File: src/rtl/fp8_addsub_align_stage.sv
// fp8_addsub_align_stage: FP8 operand unpack, magnitude ordering and close/far path select with skid buffer
module fp8_addsub_align_stage #(
  parameter int EXP_W = 4,
  parameter int MAN_W = 3,
  parameter int CNT_W = 16
) (
  input  logic              clk,
  input  logic              rst_n,
  input  logic              in_valid,
  output logic              in_ready,
  input  logic [EXP_W+MAN_W:0] op_a,
  input  logic [EXP_W+MAN_W:0] op_b,
  input  logic              sub,
  output logic              out_valid,
  input  logic              out_ready,
  output logic              close_sel,
  output logic              sign_res,
  output logic [MAN_W:0]    fraca_c,
  output logic [MAN_W:0]    fracb_c,
  output logic [EXP_W-1:0]  exp_large,
  output logic [EXP_W-1:0]  exp_diff,
  output logic              one_d,
  output logic              eff_sub,
  output logic [CNT_W-1:0]  close_cnt
);
  localparam int FRAC_W = MAN_W + 1;
  localparam int W = EXP_W + MAN_W + 1;
  localparam logic [1:0] EMPTY = 2'b00;
  localparam logic [1:0] ONE = 2'b01;
  localparam logic [1:0] FULL = 2'b10;
  typedef struct packed {
    logic              close_sel;
    logic              sign_res;
    logic [FRAC_W-1:0] fa;
    logic [FRAC_W-1:0] fb;
    logic [EXP_W-1:0]  el;
    logic [EXP_W-1:0]  ed;
    logic              one_d;
    logic              eff_sub;
  } bnd_t;
  logic [1:0] st_q, st_d;
  bnd_t r_q, r_d, s_q, s_d, nb;
  logic [CNT_W-1:0] cnt_q, cnt_d;
  logic [EXP_W-1:0] ea, eb;
  logic [FRAC_W-1:0] fa, fb;
  logic a_big, b_sign, in_x, out_x;
  // Unpack both operands and build the ordered bundle for the incoming pair
  always_comb begin
    ea = (op_a[W-2:MAN_W] == '0) ? EXP_W'(1) : op_a[W-2:MAN_W];
    eb = (op_b[W-2:MAN_W] == '0) ? EXP_W'(1) : op_b[W-2:MAN_W];
    fa = {|op_a[W-2:MAN_W], op_a[MAN_W-1:0]};
    fb = {|op_b[W-2:MAN_W], op_b[MAN_W-1:0]};
    a_big = (ea > eb) | ((ea == eb) & (fa >= fb));
    b_sign = op_b[W-1] ^ sub;
    nb.eff_sub = op_a[W-1] ^ b_sign;
    nb.fa = a_big ? fa : fb;
    nb.fb = a_big ? fb : fa;
    nb.el = a_big ? ea : eb;
    nb.ed = a_big ? ea - eb : eb - ea;
    nb.one_d = nb.ed == EXP_W'(1);
    nb.close_sel = nb.eff_sub & (nb.ed <= EXP_W'(1));
    nb.sign_res = (nb.eff_sub & (ea == eb) & (fa == fb)) ? 1'b0 : (a_big ? op_a[W-1] : b_sign);
  end
  assign in_ready = ~st_q[1];
  assign out_valid = |st_q;
  assign in_x = in_valid & in_ready;
  assign out_x = out_valid & out_ready;
  // Next-state for main/skid slots and the saturating close-path counter
  always_comb begin
    st_d = st_q;
    r_d = r_q;
    s_d = s_q;
    if (st_q == EMPTY) begin
      if (in_x) begin
        r_d = nb;
        st_d = ONE;
      end
    end else if (st_q == ONE) begin
      if (in_x & out_x) r_d = nb;
      else if (in_x) begin
        s_d = nb;
        st_d = FULL;
      end else if (out_x) st_d = EMPTY;
    end else if (out_x) begin
      r_d = s_q;
      st_d = ONE;
    end
    cnt_d = (in_x & nb.close_sel & ~&cnt_q) ? cnt_q + 1'b1 : cnt_q;
  end
  // State registers, cleared asynchronously so in-flight bundles are dropped
  always_ff @(posedge clk or negedge rst_n) begin
    if (!rst_n) begin
      st_q <= EMPTY;
      r_q <= '0;
      s_q <= '0;
      cnt_q <= '0;
    end else begin
      st_q <= st_d;
      r_q <= r_d;
      s_q <= s_d;
      cnt_q <= cnt_d;
    end
  end
  assign close_sel = r_q.close_sel;
  assign sign_res = r_q.sign_res;
  assign fraca_c = r_q.fa;
  assign fracb_c = r_q.fb;
  assign exp_large = r_q.el;
  assign exp_diff = r_q.ed;
  assign one_d = r_q.one_d;
  assign eff_sub = r_q.eff_sub;
  assign close_cnt = cnt_q;
endmodule

File: config.mk
export PLATFORM = sky130hd
export DESIGN_NAME = fp8_addsub_align_stage
export DESIGN_NICKNAME = d
export VERILOG_FILES = /design/src/rtl/fp8_addsub_align_stage.sv
export SDC_FILE = /design/constraint.sdc
export NUM_CORES = 1
export LEC_CHECK = 0
export ABC_AREA = 1
export ABC_CLOCK_PERIOD_IN_PS = 1600
export CELL_PAD_IN_SITES_DETAIL_PLACEMENT = 2
export CELL_PAD_IN_SITES_GLOBAL_PLACEMENT = 2
export CORE_MARGIN = 2
export CORE_UTILIZATION = 29
export CTS_BUF_LIST = sky130_fd_sc_hd__clkbuf_8
export DETAILED_ROUTE_END_ITERATION = 8
export PLACE_DENSITY_LB_ADDON = 0.1
export SYNTH_ARGS = -nofsm -noshare
export SYNTH_HDL_FRONTEND = slang
export SYNTH_SLANG_ARGS = --single-unit
File: constraint.sdc
create_clock -name clk -period 1.6 [get_ports clk]
set_input_delay 0.16 -clock clk [delete_from_list [all_inputs] [get_ports clk]]
set_output_delay 0.16 -clock clk [all_outputs]
set_load 0.02 [all_outputs]
==> run_results.csv, run 1 <==
group,metric,value,unit
place,place_area,0.004738,mm2
floorplanning,floorplan.rows,39,
detailed_routing,drc_errors,6,
setup_path,timing.critical_path.slowest_cell_delay,400,ps
global_route,largest_net_degree_at_the_start_of_global_routing,59,
detailed_routing,antenna_left,0,
clocking,h-tree-depth,3,
timing,final.period_utilization,152.6,%
logic_synthesis,synth.lib_cells_used.distinct,32,
place,post-dp-hpwl,8398,um
logic_synthesis,largest_family_of_logic_cells_by_synthesized_area,"simple AND/OR/NAND/NOR gates",
logic_synthesis,syn_inst,430,
logic_synthesis,synth.top_cells.by_area,"sky130_fd_sc_hd__dfrtp_1 42%, sky130_fd_sc_hd__nand2_1 12%, sky130_fd_sc_hd__o21ai_0 6.1%",
floorplanning,die_w,112.9,um
setup_path,critical_path_required,1850,ps
logic_synthesis,xor_and_xnor_area_share_after_synthesis,4.838,%
cells_and_area,antenna_cells,0,
run,max_cap_violations,0,
setup_path,most_frequent_cp_cell,"sky130_fd_sc_hd__nand2_1",
logic_synthesis,synth-simple-area-share,27.50,%
setup_path,cp_num_buf_inv,4,
global_route,global_route.usage.met2,44.58,%
timing,fin_worst_hold_slack,288.4,ps
place,buffer_ports.inserted,58,
power_and_ir_drop,vdd.ir_drop.worst,0.7050,mV
global_route,grt_overflow,0,
logic_synthesis,synth_seq_area_share,42.20,%
global_route,use_met1,28.78,%
cells_and_area,layout-area-overhead-vs-synth,71.74,%
timing,setup_ws,-840.9,ps
floorplanning,start_util,29.87,%
cells_and_area,layout-drive-gt1-share,41.99,%
logic_synthesis,synth_fa_ha_area_share,4.365,%
timing,final_max_slew_viol_count,0,
status,failed_checks,"design-rule violations, negative setup slack",
setup_path,reg2reg_setup_slack,-500,ps
clocking,cts_tree,"yes",
cells_and_area,finish.instance_area,0.005907,mm2
detailed_routing,via_per_inst,5.370,
logic_synthesis,synthesis.area_per_instance,7.999,um2
setup_path,worstPathCellList,"buf_6, nor4_4, nor2_2, ha_1, inv_1, nand2_1, nand2_1, nand3_2, nand3_4, nand2_8, buf_6, nand2_4, nand2_4, nor2_4, nand4_4, clkbuf_16, nand2_1, nand2_1",
timing,report.final.setup_viol,52,
logic_synthesis,yosys_warns,0,
setup_path,critPathCaptureType,"flip-flop",
global_route,grt_pass1_wl,24060,um
cells_and_area,fin_nets,621,
global_route,grt_use_total,24.33,%
min_path,timing.hold.worst.class,"in -> reg",
timing,report.final.hold_viol_count,0,
timing,worst_slew_pin_slew,439.5,ps
global_route,via_count_of_the_first_global_routing_pass,4335,
logic_synthesis,synth_top_area_cell,"sky130_fd_sc_hd__dfrtp_1",
cells_and_area,layout.cells.non_filler,736,
clocking,clkLatencyLatePin,370,ps
floorplanning,core_footprint,0.01152,mm2
setup_path,crit_path_start_kind,"input pin",
timing,maxClockFrequency,409.7,MHz
global_route,grt_antenna_before_repair,0,
logic_synthesis,syn-cell-area,0.003440,mm2
detailed_routing,vias,3952,
logic_synthesis,post_synth_mux_area_share,1.637,%
logic_synthesis,synth-compound-area-share,12.48,%
clocking,clk_root_buffer_cell,"sky130_fd_sc_hd__clkbuf_8",
detailed_routing,drtIter0Drc,163,
logic_synthesis,synth_top_area_share,42.20,%
timing,final.min_clock_period,2441,ps
cells_and_area,leading_cell_type_in_the_layout_fill_and_taps_excluded,"sky130_fd_sc_hd__buf_4",
place,routabilityCongestion,0.7956,
power_and_ir_drop,power.density,1185,mW/mm2
timing,max_slew_margin,70.60,%
clocking,clock-sinks,58,
setup_path,cpLargestDelayFamily,"simple AND/OR/NAND/NOR gates",
detailed_routing,drt_wl_total,18260,um
place,dp_cells,682,
clocking,clock_path_buffers,2,
setup_path,cp_slowest_cell,"sky130_fd_sc_hd__nor4_4",
global_route,grt_most_used_layer,"met2",
timing,rsz0062_at_grt,"yes",
clocking,tritoncts.num_buffers,9,
logic_synthesis,yosys_register_bits,58,
detailed_routing,drt_first_pass_iters,6,
clocking,cts.clk_slew.worst_paths,70,ps
setup_path,cp.arrival,2690,ps
detailed_routing,route.detailed.wl_per_inst,24.81,um
power_and_ir_drop,power.leakage,2.857,nW
timing,clock_skew,18.70,ps
floorplanning,fp.dieH,112.9,um
floorplanning,design.portCount,59,
cells_and_area,mostFrequentLayoutCells,"85 x sky130_fd_sc_hd__buf_4, 75 x sky130_fd_sc_hd__nand2_1, 58 x sky130_fd_sc_hd__dfrtp_1",
logic_synthesis,synth_fp_nets,463,
global_route,grtUsageMet3,4.071,%
setup_path,timing.setup.critical_path_class,"in -> reg",
setup_path,critical_path_peak_fanout,7,
floorplanning,floorplan_die_area,0.01275,mm2
status,outcome,"finished with violations",
[registers in the layout (all words and copies together), names as in the netlist]
name	flops
fraca_c	4
fracb_c	4
exp_large	4
close_sel	1
eff_sub	1
st_q	2
exp_diff	4
one_d	1
sign_res	1
s_q	20
close_cnt	16
[Yosys cell counts]
cell type	count
sky130_fd_sc_hd__o21a_1	6
sky130_fd_sc_hd__o22ai_1	1
sky130_fd_sc_hd__buf_6	3
sky130_fd_sc_hd__nand2_4	5
sky130_fd_sc_hd__inv_4	1
sky130_fd_sc_hd__nor2_4	2
sky130_fd_sc_hd__xor2_1	10
sky130_fd_sc_hd__mux2_2	5
sky130_fd_sc_hd__o21ai_1	2
sky130_fd_sc_hd__nor3b_2	1
sky130_fd_sc_hd__inv_2	3
sky130_fd_sc_hd__nand4_4	1
sky130_fd_sc_hd__nand4_1	17
sky130_fd_sc_hd__ha_1	12
sky130_fd_sc_hd__nand2_1	113
sky130_fd_sc_hd__xnor2_1	9
sky130_fd_sc_hd__nor4_1	5
sky130_fd_sc_hd__buf_2	4
sky130_fd_sc_hd__o31ai_1	1
sky130_fd_sc_hd__nand3_1	13
sky130_fd_sc_hd__o21ai_0	42
sky130_fd_sc_hd__clkbuf_1	14
sky130_fd_sc_hd__a21oi_1	30
sky130_fd_sc_hd__nand2_2	6
sky130_fd_sc_hd__nor3_1	3
sky130_fd_sc_hd__nor2_1	27
sky130_fd_sc_hd__buf_1	1
sky130_fd_sc_hd__nand3_2	2
sky130_fd_sc_hd__inv_1	30
sky130_fd_sc_hd__dfrtp_1	58
sky130_fd_sc_hd__nand3b_1	1
sky130_fd_sc_hd__nand4_2	2
[final timing paths]
kind                                           from                         to  cells past startpoint
max reg2reg                close_cnt[0]$_DFFE_PN0P_  close_cnt[12]$_DFFE_PN0P_                     10
min                                         op_a[6]         s_q[9]$_DFFE_PN0P_                      4
max in group asynchronous                     rst_n         s_q[5]$_DFFE_PN0P_                      3
min in group asynchronous                     rst_n     fraca_c[2]$_DFFE_PN0P_                      3
max                                         op_a[4]  close_cnt[10]$_DFFE_PN0P_                     18
min reg2reg                exp_large[1]$_DFFE_PN0P_   exp_large[1]$_DFFE_PN0P_                      2
[cells by family (layout without fill, tap and decap cells)]
| family | after synthesis | after routing |
|---|---|---|
| and+or+nand+nor | 198 | 198 |
| AOI/OAI and AO/OA | 82 | 82 |
| DFF | 58 | 58 |
| buffers and inverters | 56 | 219 |
| xor gates and xnor gates | 19 | 19 |
| adders and majority gates | 12 | 12 |
| muxes | 5 | 5 |
[routing by layer]
| layer | routed length, um | share of wire [%] | vias up |
|---|---|---|---|
| li1 | - | - | 1732 |
| met1 | 7283 | 40 | 2047 |
| met2 | 9758 | 53 | 124 |
| met3 | 634 | 3.5 | 49 |
| met4 | 586 | 3.2 | 0 |
| met5 | 0 | 0 | - |
[report_power, final]
| part | internal [mW] | switching (mW) | leakage, nW |
|---|---|---|---|
| registers | 1.89 | 0.310 | 0.721 |
| clock network | 0.957 | 0.693 | 0.121 |
| logic | 1.40 | 1.75 | 2.01 |
| total | 4.25 | 2.75 | 2.86 |
[layout make-up]
type	instances	area (um2)
repair buffers	169	1593
well taps	143	178.9
multi-input cells	316	2315
fillers	1186	5609
clock inverters	5	77.57
inverters	34	140.1
flip-flops and latches	58	1451
clock buffers	11	151.4
[worst reg2reg max path, delay by kind of cell, from the launching register on]
family                     cells  cell delay (ps)
and+or+nand+nor                7             1050
adders and majority gates      1              210
DFF                            1              370
buffers and inverters          2              370
[stage by stage]
| stage | power, mW | worst slack [ps] | utilization, % | TNS [ps] |
|---|---|---|---|---|
| global placement | 4.362 | -1206 | 41.15 | -56060 |
| detailed placement | 4.473 | -1336 | 41.15 | -60810 |
| CTS | 6.446 | -473.1 | 48.15 | -17360 |
| finish | 6.997 | -840.9 | 51.29 | -31480 |
| floorplan | 3.319 | -581.4 | - | -20290 |
| global route | 7.323 | -957.6 | 51.29 | -35920 |
[timing repair]
action,4_1_cts,5_1_grt
gates cloned,2,1
setup endpoints to repair,69,52
hold endpoints to repair,58,0
pin swaps,38,29
hold buffers,1,0
setup buffers,26,18
resized for setup,158,77
No activity file was read; power rests on OpenSTA's default activity.
==> inputs of run 2 (changes only) <==
- GPL_ROUTABILITY_DRIVEN: default -> 0
==> results of run 2 <==
Final layout, timing and power as in run 1 (identical DEF).
